## config.mk

```make
export PLATFORM = sky130hd
export DESIGN_NAME = srff_sync_driver
export DESIGN_NICKNAME = d
export VERILOG_FILES = /design/src/rtl/srff_sync_driver.sv
export SDC_FILE = /design/constraint.sdc
export NUM_CORES = 1
export LEC_CHECK = 0
export ABC_AREA = 1
export BUFFER_PORTS_ARGS = -buffer_cell sky130_fd_sc_hd__clkbuf_2
export CAP_MARGIN = 20
export CORE_MARGIN = 2
export CORE_UTILIZATION = 50
export DETAILED_ROUTE_END_ITERATION = 7
export HOLD_SLACK_MARGIN = 0.05
export PLACE_DENSITY = 0.76
export SLEW_MARGIN = 40
export SYNTH_ARGS = -nofsm -noshare
export SYNTH_HDL_FRONTEND = slang
export SYNTH_SLANG_ARGS = --single-unit
```

## constraint.sdc

```tcl
create_clock -name clk -period 1.6 [get_ports clk]
set_input_delay 0.16 -clock clk [delete_from_list [all_inputs] [get_ports clk]]
set_output_delay 0.16 -clock clk [all_outputs]
set_load 0.02 [all_outputs]
```

## src/rtl/srff_sync_driver.sv

```systemverilog
// Command-driven pulse generator for a synchronous SR flop, with expected-state
// tracking and a sticky/saturating mismatch checker on the fed-back q.
module srff_sync_driver #(
  parameter int unsigned PULSE_W = 1,
  parameter int unsigned GAP_W   = 1
) (
  input  logic       clk,
  input  logic       rst_sync,
  input  logic       cmd_valid,
  input  logic [1:0] cmd_op,
  output logic       cmd_ready,
  output logic       s,
  output logic       r,
  input  logic       q_fb,
  output logic       q_exp,
  output logic       busy,
  output logic       err,
  input  logic       err_clr,
  output logic [7:0] err_cnt
);

  localparam int unsigned CNT_MAX   = (PULSE_W > GAP_W) ? PULSE_W : GAP_W;
  localparam int unsigned CNT_W     = (CNT_MAX > 1) ? $clog2(CNT_MAX) : 1;
  localparam int unsigned ERR_CNT_W = 8;

  localparam logic [1:0] OP_NOP    = 2'b00;
  localparam logic [1:0] OP_SET    = 2'b01;
  localparam logic [1:0] OP_TOGGLE = 2'b11;

  typedef enum logic [1:0] {
    IDLE  = 2'b00,
    PULSE = 2'b01,
    GAP   = 2'b10
  } state_t;

  state_t                 state_q, state_d;
  logic [CNT_W-1:0]       cnt_q, cnt_d;
  logic                   tgt_q, tgt_d;
  logic                   s_d, r_d, q_exp_d, ready_d;
  logic                   err_d;
  logic [ERR_CNT_W-1:0]   err_cnt_d;
  logic                   mismatch;

  // Next-state, pulse shaping and checker update
  always_comb begin
    state_d   = state_q;
    cnt_d     = cnt_q;
    tgt_d     = tgt_q;
    q_exp_d   = q_exp;
    err_d     = err;
    err_cnt_d = err_cnt;
    mismatch  = (state_q != PULSE) && (q_fb != q_exp);

    // A mismatch beats a simultaneous clear
    if (mismatch) begin
      err_d = 1'b1;
      if (err_cnt != {ERR_CNT_W{1'b1}}) begin
        err_cnt_d = err_cnt + ERR_CNT_W'(1);
      end
    end else if (err_clr) begin
      err_d = 1'b0;
    end

    case (state_q)
      IDLE: begin
        if (cmd_valid && (cmd_op != OP_NOP)) begin
          state_d = PULSE;
          cnt_d   = CNT_W'(PULSE_W - 1);
          tgt_d   = (cmd_op == OP_TOGGLE) ? ~q_exp : (cmd_op == OP_SET);
        end
      end
      PULSE: begin
        if (cnt_q == '0) begin
          state_d = GAP;
          cnt_d   = CNT_W'(GAP_W - 1);
          q_exp_d = tgt_q;
        end else begin
          cnt_d = cnt_q - CNT_W'(1);
        end
      end
      GAP: begin
        if (cnt_q == '0) begin
          state_d = IDLE;
        end else begin
          cnt_d = cnt_q - CNT_W'(1);
        end
      end
      default: begin
        state_d = IDLE;
        cnt_d   = '0;
      end
    endcase

    // Outputs are registered from the next state so s/r can never overlap
    s_d     = (state_d == PULSE) && tgt_d;
    r_d     = (state_d == PULSE) && !tgt_d;
    ready_d = (state_d == IDLE);
  end

  // State and output registers
  always_ff @(posedge clk) begin
    if (rst_sync) begin
      state_q   <= IDLE;
      cnt_q     <= '0;
      tgt_q     <= 1'b0;
      s         <= 1'b0;
      r         <= 1'b0;
      q_exp     <= 1'b0;
      err       <= 1'b0;
      err_cnt   <= '0;
      cmd_ready <= 1'b1;
      busy      <= 1'b0;
    end else begin
      state_q   <= state_d;
      cnt_q     <= cnt_d;
      tgt_q     <= tgt_d;
      s         <= s_d;
      r         <= r_d;
      q_exp     <= q_exp_d;
      err       <= err_d;
      err_cnt   <= err_cnt_d;
      cmd_ready <= ready_d;
      busy      <= ~ready_d;
    end
  end

endmodule

```

==> metrics list <==
- Run status: finished, final reports clean
* Number of buffers inserted by post-CTS setup repair: 0
- For this run, the post-layout net count is between 100 and 150.
- Clock Tree Buf Depth: 2
- In this run the count of I/O pins placed on the die edge is 21.
- TritonCTS built the clock tree.
- The first global-routing pass estimated roughly 2.7 mm of wire.
- Count of final hold-check violations: 0
- At the end of routability-driven placement, the weighted congestion stood at roughly 0.89.
- Cells after synthesis: about 110
- In the final layout, the share of cells above drive strength 1 is 28.5%.
- Total global-route track usage: roughly a fifth
- Setup violations remaining at the end of the flow were counted as 0.
- Global-route congestion overflow total: 0
- After Yosys synthesis, and, or, nand and nor cells account for roughly 38% of the synthesized area.
* Req. time, crit path: between 1.5 and 2 ns
- Largest net degree at the start of global routing: 11
* Port Buf Inserts: 20
- Min cycle time layout: 1.32 ns
- The initial utilization of the core area, before any placement, comes to a little over half.
* Worst Setup End Kind: flip-flop
- Fin Setup TNS: 0 ns
* Total vias in the final route: approximately 800
- For the pin with the worst max-slew slack, the measured transition is about 0.27 ns.
- The floorplan step defined a core boundary enclosing 0.00152 mm2.
* Average routed wire per standard cell: 11.4 um
- Max-capacitance violation count: 0
- The later pin in the worst-skew pair is clocked with a latency of about 0.30 ns.
* Initial antenna violation count: 0
- Y dimension of the die: 44.3 um
- Number of violations reported at the end of detailed-routing iteration 0: 14
- The synthesized netlist devotes under 10% of its cell area to adder and majority cells.
- Total half-perimeter wirelength after legalization and detailed placement: ~1.3 mm
- Headroom to the max-slew limit came out at between 80% and 90%.
- Per-cell via count in the routed design: about 5.1
- Post-Route Skew: roughly 0.0067 ns
- Sequential elements use 41.8% of the synthesized area.
- Main combinational cell family by area after synthesis: simple AND/OR/NAND/NOR gates
- Worst supply voltage drop on vdd: approximately 0.72 mV
- Post-Synthesis Net Count: ~120
- Drc violations: 0
- Number of detailed-route iterations in the first pass: 4
- After clock tree synthesis, the clock-pin slew on the worst setup and hold paths is approximately 0.10 ns.
- The min-delay analysis places its worst path in the category input port to flip-flop.
- Power spread over the standard cell area amounts to 858 mW/mm2.
* Count of clock tree sinks: 17
- Average cell area after synthesis: about 7.2 um2
- DP Worst Slack: 0.291 ns
* Count of antenna-violating nets left after detailed routing: 0
- Leakage power: 0.488 nW
* Design Power: just over 0.8 mW
* Most frequent cells in the layout: 24 x sky130_fd_sc_hd__nand2_1, 20 x sky130_fd_sc_hd__clkbuf_2, 17 x sky130_fd_sc_hd__dfxtp_1, 16 x sky130_fd_sc_hd__nor2_1, 16 x sky130_fd_sc_hd__inv_1
* Xor and xnor area share after synthesis: 3.23%
* Flop and latch count out of synthesis: 17
- Path type of the worst setup path: flip-flop to flip-flop
- CTS H-tree lvls: 1
- The area growth from synthesis to layout is 18.2%.
- Once the clock tree was built, the resizer swapped 0 gates to a different size.
- The via count of the first global-routing pass came to around 640.
* Overall die area: around 0.002 mm2
- Most frequent standard cell in the layout excluding fill and tap cells: sky130_fd_sc_hd__nand2_1
* Setup repair after global routing missed its margin: no
* Sum of routed wire length over all layers: between 1.5 and 2 mm
- Measured against the total synthesized area, the mux share comes to 0%.
- Worst Slack Setup Final: 0.275 ns
* Die Span X: 44.3 um
- Ratio of final minimum period to clock period: between 80% and 90%
- Summing the areas of all compound-gate instances in the mapped netlist gives approximately 6.8% of the synthesized area.
- Root Buffer Master: sky130_fd_sc_hd__clkbuf_4
- Netlist area before placement: between 800 and 900 um2
- Startpoint class of the critical path: flip-flop
- Along the worst path, the maximum fanout reaches 6.
* Area of all placed cells without fillers: slightly below 0.001 mm2
* Max Clock Freq: 755 MHz
- The layout has 137 filler cells.
* Worst endpoint data arrival time: approximately 1.6 ns
- The sequential cells in the finished layout cover a total of between 300 and 400 um2.
* Area taken by multi-input logic gates: 400 um2
- Number of different library cells in the post-synthesis netlist: 20
- Max Slew Vio Count: 0
* Cts-stage hold buffer count: 0
- Diodes inserted: 0
- After floorplanning, the core was divided into 14 placement rows.
- TritonCTS created 3 clock buffers.
- Yosys warning total: 0
- Placement Cell Area: just over 900 um2
-- stage by stage --
step / utilization (%) / instances / hold slack [ns]
after floorplan: - / 113 / 0.229
after global placement: 61.2 / 149 / 0.428
after detailed placement: 61.2 / 149 / 0.432
after CTS: 63.1 / 153 / 0.123
after global routing: 63.1 / 153 / 0.116
final: 63.1 / 153 / 0.114
-- cell usage after synthesis --
cell type | instances | area [um2]
sky130_fd_sc_hd__nand2_2 | 2 | 12.5
sky130_fd_sc_hd__xor2_1 | 2 | 17.5
sky130_fd_sc_hd__nor2_1 | 16 | 60.1
sky130_fd_sc_hd__nand2_4 | 2 | 22.5
sky130_fd_sc_hd__o21ai_0 | 4 | 20.0
sky130_fd_sc_hd__nor2_2 | 3 | 18.8
sky130_fd_sc_hd__nand4_2 | 1 | 12.5
sky130_fd_sc_hd__nand3_2 | 1 | 10.0
sky130_fd_sc_hd__nand4_1 | 1 | 6.26
sky130_fd_sc_hd__nand3_1 | 9 | 45.0
sky130_fd_sc_hd__nor2_4 | 2 | 22.5
sky130_fd_sc_hd__ha_1 | 1 | 12.5
sky130_fd_sc_hd__a21oi_1 | 7 | 35.0
sky130_fd_sc_hd__inv_1 | 16 | 60.1
sky130_fd_sc_hd__clkinv_2 | 1 | 5.00
sky130_fd_sc_hd__dfxtp_1 | 17 | 340
sky130_fd_sc_hd__xnor2_1 | 1 | 8.76
sky130_fd_sc_hd__inv_2 | 2 | 7.51
sky130_fd_sc_hd__or2_2 | 1 | 6.26
sky130_fd_sc_hd__nand2_1 | 24 | 90.1
-- registers in the layout, summed over array words and instances (netlist names) --
name       flops
err_cnt        8
state_q        2
busy           1
cmd_ready      1
err            1
q_exp          1
r              1
s              1
tgt_q          1
-- logic make-up after synthesis --
| logic type | Yosys count |
|---|---|
| adders and majority gates | 1 |
| buffers and inverters | 19 |
| xor gates and xnor gates | 3 |
| AOI/OAI and AO/OA | 11 |
| and+or+nand+nor | 62 |
| DFF | 17 |
-- final timing paths --
path | end | slack [ns] | from | depth (start not counted)
setup reg to reg | err_cnt[2]$_SDFFE_PP0P_ | 0.28 | err_cnt[0]$_SDFFE_PP0P_ | 7
hold reg to reg | err$_SDFFE_PP0P_ | 0.48 | err$_SDFFE_PP0P_ | 2
setup / recovery | err_cnt[2]$_SDFFE_PP0P_ | 0.28 | err_cnt[0]$_SDFFE_PP0P_ | 7
hold / removal | err$_SDFFE_PP0P_ | 0.11 | err_clr | 4
-- power by group --
group / leakage (nW) / total, mW / switching, mW / internal, mW
Combinational: 0.331 / 0.128 / 0.0846 / 0.0430
Clock: 0.0177 / 0.234 / 0.141 / 0.0932
Sequential: 0.139 / 0.463 / 0.0180 / 0.445
Total: 0.488 / 0.824 / 0.243 / 0.581
-- area by class of cell --
| cell class | count | share of cell area, % |
|---|---|---|
| Inverter | 19 | 7.55 |
| Tap cell | 16 | 2.08 |
| Sequential cell | 17 | 35.4 |
| Clock buffer | 3 | 2.34 |
| Timing Repair Buffer | 20 | 10.4 |
| Multi-Input combinational cell | 77 | 41.7 |
| Clock inverter | 1 | 0.521 |
-- worst max-delay path: stages, from the launching register on --
cell	delay (ns)
sky130_fd_sc_hd__dfxtp_1	0.43
sky130_fd_sc_hd__ha_1	0.25
sky130_fd_sc_hd__nand3_2	0.13
sky130_fd_sc_hd__clkinv_2	0.09
sky130_fd_sc_hd__nand2_4	0.06
sky130_fd_sc_hd__nand2_4	0.09
sky130_fd_sc_hd__nand2_1	0.05
sky130_fd_sc_hd__a21oi_1	0.15
-- metal layers --
layer | GRT usage (%) | part of all wire, % | routed length, um | up-vias
li1 | - | - | - | 399
met1 | 24.6 | 48 | 834 | 351
met4 | 13.9 | 2.8 | 48 | 0
met5 | 0 | 0 | 0 | -
met3 | 5.31 | 5.0 | 87 | 7
met2 | 29.7 | 44 | 773 | 28
Note: power is estimated with default switching activity, not from simulation.
